<file path="config.mk">
export PLATFORM = sky130hd
export DESIGN_NAME = sub_blk_pingpong_collector
export DESIGN_NICKNAME = d
export VERILOG_FILES = /design/src/rtl/sub_blk_pingpong_collector_pkg.sv /design/src/rtl/sub_blk_bank.sv /design/src/rtl/sub_blk_pingpong_collector.sv
export SDC_FILE = /design/constraint.sdc
export NUM_CORES = 2
export LEC_CHECK = 0
export ABC_AREA = 1
export ABC_CLOCK_PERIOD_IN_PS = 3050
export CAP_MARGIN = 20
export CORE_MARGIN = 2
export CORE_UTILIZATION = 40
export DETAILED_ROUTE_END_ITERATION = 10
export PLACE_DENSITY = 0.67
export SLEW_MARGIN = 20
export SYNTH_ARGS = -nofsm -noshare
export SYNTH_HDL_FRONTEND = slang
export SYNTH_SLANG_ARGS = --single-unit
</file>
<file path="constraint.sdc">
create_clock -name clk -period 3.05 [get_ports clk]
set_clock_uncertainty 0.2 [all_clocks]
set_input_delay 0.305 -clock clk [delete_from_list [all_inputs] [get_ports clk]]
set_output_delay 0.305 -clock clk [all_outputs]
set_load 0.02 [all_outputs]
</file>
<file path="src/rtl/sub_blk_pingpong_collector_pkg.sv">
// Shared widths and helpers for the ping-pong sub-block collector.
// Optional take counter is enabled with SUB_BLK_COLLECT_TAKECNT_EN.
package sub_blk_pingpong_collector_pkg;

    localparam int unsigned SubBlkW  = 32;
    localparam int unsigned NumSub   = 16;
    localparam int unsigned SlotW    = $clog2(NumSub);
    localparam int unsigned BankIdxW = 1;
    localparam int unsigned NumBanks = 2;

    typedef logic [BankIdxW-1:0] bank_idx_t;

    // Bit offset of slot k inside a flattened block.
    function automatic int unsigned slot_lsb(int unsigned k, int unsigned w);
        return k * w;
    endfunction

endpackage

</file>
<file path="src/rtl/sub_blk_bank.sv">
// One assembly bank: per-slot write enable with zero-fill on untaken slots.
// With SUB_BLK_COLLECT_TAKECNT_EN the bank also counts taken slots.
module sub_blk_bank
    import sub_blk_pingpong_collector_pkg::*;
#(
    parameter int unsigned SUB_BLK_W = SubBlkW,
    parameter int unsigned NUM_SUB   = NumSub,
    parameter int unsigned SLOT_W    = SlotW
) (
    input  logic                          clk,
    input  logic                          reset,
    input  logic                          we_i,
    input  logic [SLOT_W-1:0]             slot_i,
    input  logic                          take_i,
    input  logic [SUB_BLK_W-1:0]          sub_i,
    output logic [NUM_SUB*SUB_BLK_W-1:0]  data_o
`ifdef SUB_BLK_COLLECT_TAKECNT_EN
    ,
    output logic [SLOT_W:0]               take_cnt_o
`endif
);

    logic [SUB_BLK_W-1:0] slot_q [NUM_SUB];
    logic [SUB_BLK_W-1:0] slot_d [NUM_SUB];

    always_comb begin
        slot_d = slot_q;
        if (we_i) begin
            slot_d[slot_i] = take_i ? sub_i : '0;
        end
    end

    always_ff @(posedge clk) begin
        if (!reset) begin
            slot_q <= '{default: '0};
        end else begin
            slot_q <= slot_d;
        end
    end

    for (genvar k = 0; k < NUM_SUB; k++) begin : g_slot
        assign data_o[slot_lsb(k, SUB_BLK_W) +: SUB_BLK_W] = slot_q[k];
    end

`ifdef SUB_BLK_COLLECT_TAKECNT_EN
    logic [SLOT_W:0] cnt_q, cnt_d;

    // Slot 0 restarts the count; the bank is not written while full, so it holds.
    always_comb begin
        cnt_d = cnt_q;
        if (we_i) begin
            if (slot_i == '0) begin
                cnt_d = {{SLOT_W{1'b0}}, take_i};
            end else begin
                cnt_d = cnt_q + {{SLOT_W{1'b0}}, take_i};
            end
        end
    end

    always_ff @(posedge clk) begin
        if (!reset) begin
            cnt_q <= '0;
        end else begin
            cnt_q <= cnt_d;
        end
    end

    assign take_cnt_o = cnt_q;
`endif

endmodule

</file>
<file path="src/rtl/sub_blk_pingpong_collector.sv">
// Collects one sub-block per cycle into two ping-pong banks of NUM_SUB slots.
// Optional take_cnt_o output is enabled with SUB_BLK_COLLECT_TAKECNT_EN.
module sub_blk_pingpong_collector
    import sub_blk_pingpong_collector_pkg::*;
#(
    parameter int unsigned SUB_BLK_W = SubBlkW,
    parameter int unsigned NUM_SUB   = NumSub,
    parameter int unsigned SLOT_W    = SlotW
) (
    input  logic                          clk,
    input  logic                          reset,
    input  logic                          sub_vld_i,
    input  logic                          take_i,
    input  logic [SUB_BLK_W-1:0]          sub_i,
    output logic                          in_rdy_o,
    output logic                          blk_vld_o,
    input  logic                          blk_rdy_i,
    output logic [NUM_SUB*SUB_BLK_W-1:0]  blk_o,
    output logic                          blk_bank_o
`ifdef SUB_BLK_COLLECT_TAKECNT_EN
    ,
    output logic [SLOT_W:0]               take_cnt_o
`endif
);

    logic [SLOT_W-1:0]   slot_cnt_q, slot_cnt_d;
    bank_idx_t           wr_bank_q, wr_bank_d;
    bank_idx_t           rd_bank_q, rd_bank_d;
    logic [NumBanks-1:0] full_q, full_d;

    logic accept, last_slot, drain;
    logic [NUM_SUB*SUB_BLK_W-1:0] bank_data [NumBanks];
`ifdef SUB_BLK_COLLECT_TAKECNT_EN
    logic [SLOT_W:0] bank_cnt [NumBanks];
`endif

    assign in_rdy_o  = !full_q[wr_bank_q];
    assign accept    = sub_vld_i && in_rdy_o;
    assign last_slot = accept && (slot_cnt_q == SLOT_W'(NUM_SUB - 1));
    assign drain     = full_q[rd_bank_q] && blk_rdy_i;

    // Commit and drain always hit different banks, so both updates apply.
    always_comb begin
        slot_cnt_d = slot_cnt_q;
        wr_bank_d  = wr_bank_q;
        rd_bank_d  = rd_bank_q;
        full_d     = full_q;
        if (accept) begin
            slot_cnt_d = last_slot ? '0 : slot_cnt_q + 1'b1;
        end
        if (drain) begin
            full_d[rd_bank_q] = 1'b0;
            rd_bank_d         = ~rd_bank_q;
        end
        if (last_slot) begin
            full_d[wr_bank_q] = 1'b1;
            wr_bank_d         = ~wr_bank_q;
        end
    end

    always_ff @(posedge clk) begin
        if (!reset) begin
            slot_cnt_q <= '0;
            wr_bank_q  <= '0;
            rd_bank_q  <= '0;
            full_q     <= '0;
        end else begin
            slot_cnt_q <= slot_cnt_d;
            wr_bank_q  <= wr_bank_d;
            rd_bank_q  <= rd_bank_d;
            full_q     <= full_d;
        end
    end

    for (genvar b = 0; b < NumBanks; b++) begin : g_bank
        sub_blk_bank #(
            .SUB_BLK_W (SUB_BLK_W),
            .NUM_SUB   (NUM_SUB),
            .SLOT_W    (SLOT_W)
        ) u_bank (
            .clk        (clk),
            .reset      (reset),
            .we_i       (accept && (wr_bank_q == bank_idx_t'(b))),
            .slot_i     (slot_cnt_q),
            .take_i     (take_i),
            .sub_i      (sub_i),
            .data_o     (bank_data[b])
`ifdef SUB_BLK_COLLECT_TAKECNT_EN
            ,
            .take_cnt_o (bank_cnt[b])
`endif
        );
    end

    assign blk_vld_o  = full_q[rd_bank_q];
    assign blk_o      = bank_data[rd_bank_q];
    assign blk_bank_o = rd_bank_q;
`ifdef SUB_BLK_COLLECT_TAKECNT_EN
    assign take_cnt_o = bank_cnt[rd_bank_q];
`endif

endmodule
</file>
==> impl_metrics.ini <==
[place]
post-dp-hpwl_um = 94660
numPortBuffers = 551
dpl_worst_slack_ns = 0.2152
dpl_cell_area_mm2 = 0.04948
globalplace.congestion = 0.8070

[route]
postRouteAntennaNets = 0
drc = 0
drt-vias-per-instance = 5.262
num_vias = 42910
drt_first_iter_violations = 4832
first_pass_iters = 6
wl_per_cell_um = 20.15
routed_wl_um = 164300

[final_layout]
fin_area_mm2 = 0.05330
layout_common_cells = 1849 x nand2_1, 1728 x nor2_1, 1031 x dfxtp_1, 811 x o21ai_0, 295 x dlygate4sd2_1
nNetsFinal = 6722
final_common_cell = nand2_1
area_delta_synth_final_pct = 25.07
drive_gt1_frac = 0.06137

[yosys]
synth-xor-area-share = 0.0002055
synth_warnings = 0
ys_seq_area_frac = 0.4848
synth.net_count = 6430
synth_top_family_by_area = simple AND/OR/NAND/NOR gates
synth_flop_cell = dfxtp_1
synthArstFlopShare = 0
synth_edf_count = 0
netlist_instances = 6389
synthSimpleGateAreaFrac = 0.3331
syn_area_mm2 = 0.04261
synth_area_per_cell_um2 = 6.670
synth_cell_types = 25
synth_top_area_share = 0.4848
synth_adder_area_share = 0.001174
synth_area_leaders = dfxtp_1 48%, nand2_1 16%, nor2_1 15%
yosysTopAreaCell = dfxtp_1
synth_compound_area_frac = 0.1230
ys_ff_latch = 1032
synthMuxAreaShare = 0

[sta]
fin_crit_sh = 0.9793
min_period_ns = 2.987
max_freq_ghz = 0.3348
rsz0062_at_grt = true
worst_pin_slew_ns = 1.092
slew-limit-headroom = 0.2712
final-hold-violation-count = 0
slew_violations = 0
setup_slack_ns = 0.06311
final.setup.tns_ns = 0
setup_viol = 0

[global_route]
grt_pass1_wl_um = 241900
grt_util_all_layers = 0.2884
antenna_found_initial = 4
gr-total-overflow = 0
grt_start_max_net_pins = 169
grt_pass1_vias = 38230

[worst_setup_path]
crit_chain = buf_12, buf_16, nand2_1, nand2_1, clkdlybuf4s50_1
cp_common_cell = nand2_1
crit_slowest_cell = clkdlybuf4s50_1
worstSetupPathType = register to primary output
cp.required_ns = 2.54
start_kind = register
path_buf_inv = 3
crit_family = buffers and inverters
cp-end-kind = primary output
path_max_fanout = 45
max_stage_delay_ns = 0.62
arrival_ns = 2.48

[pwr]
leakage_nw = 27.46
vdd_drop_max_v = 0.0004040
pwr_density_cell_mw_per_mm2 = 529.8
power_mw = 28.24

[floorplan]
start_util = 0.4043
core_area_mm2 = 0.1054
die_w_um = 330.4
ioPinCount = 552
die-area_mm2 = 0.1092
die_h_um = 330.4
rows = 119

[clock_tree]
htree_levels = 3
clk-insertion-delay-late_ns = 0.69
cts_inserted_buffers = 108
cts_tree = built
max-clock-path-buffers = 3
clkTransAtPathRegs_ns = 0.06
cts-root-buf = clkbuf_16
clock-sinks = 1032

[worst_hold_path]
hold_class = input port to register

[run]
cap_violations = 0

[outcome]
outcome = finished clean
-- cells by family (layout without fill, tap and decap cells) --
logic type	Yosys count	after routing
and+or+nand+nor	3705	3705
AOI/OAI and AO/OA	1047	1047
DFF	1032	1032
buffers and inverters	600	973
adders and majority gates	4	4
xor gates and xnor gates	1	1
other	0	2
-- final cells by class --
cell class | count | area, µm²
fillers | 10370 | 52120
flip-flops and latches | 1032 | 20660
multi-input cells | 4757 | 19510
repair buffers | 714 | 7587
clock buffers | 165 | 3199
well taps | 1391 | 1740
clock inverters | 26 | 305.3
inverters | 66 | 269.0
repair inverters | 2 | 20.02
diodes | 2 | 5.005
-- worst paths after layout --
kind,from,end,slack (ns),depth (start not counted)
min,take_i,g_bank[0].u_bank.data_o[243]$_SDFFE_PN0P_,0.05,6
max,blk_bank_o$_SDFFE_PN0N_,blk_o[270],0.06,5
max reg2reg,slot_cnt_q[2]$_SDFFE_PN0N_,g_bank[1].u_bank.data_o[411]$_SDFFE_PN0P_,0.27,5
min reg2reg,g_bank[0].u_bank.data_o[422]$_SDFFE_PN0P_,g_bank[0].u_bank.data_o[422]$_SDFFE_PN0P_,0.26,2
-- timing repair --
action | CTS | global route
setup endpoints to repair | 512 | 71
hold endpoints to repair | 60 | 0
setup buffers | 3 | 0
gates cloned | 11 | 2
hold buffers | 1 | 0
resized for setup | 324 | 65
-- state kept, by name, summed over array words and instances, names as in the netlist --
name,cells
wr_bank_q,1
full_q,2
blk_bank_o,1
g_bank.u_bank.data_o,1024
slot_cnt_q,4
-- synth_stat cells (7+ instances only) --
cell and number:
nand3_1 11, nand2_1 1849, o21ai_1 102, nor2_2 23, o21ai_0 812, nor3_1 73, nor2_1 1731, clkbuf_1 309
buf_2 143, dfxtp_1 1032, buf_1 73, inv_1 55, a21oi_1 133, inv_2 10, nand3_2 7
-- worst reg2reg max path, cell delays in order (launching register included) --
cell      delay [ns]
dfxtp_1         0.71
nand3_2         0.26
nor2_2          0.22
clkinv_1        0.83
nor2_1          0.36
nor2_1          0.08
-- through the flow --
step / utilization / cells / hold slack [ns]
floorplan: - / 6389 / 0.2400
global placement: 0.4693 / 7944 / 0.2472
detailed placement: 0.4693 / 7944 / 0.2523
CTS: 0.5034 / 8150 / 0.002612
global route: 0.5056 / 8153 / 0.07531
finish: 0.5056 / 8155 / 0.04742
-- where the power goes --
part,internal [mW],total [mW],switching [mW]
Clock,7.61,13.2,5.58
Sequential,13.6,13.6,0.0398
Combinational,0.370,1.45,1.08
-- per-layer routing --
metal	GRT usage	routed length, µm
met5	0	27
met4	0.1225	6808
met3	0.03941	13430
met2	0.4344	72420
met1	0.4125	71600
(Power assumes the default switching activity.)
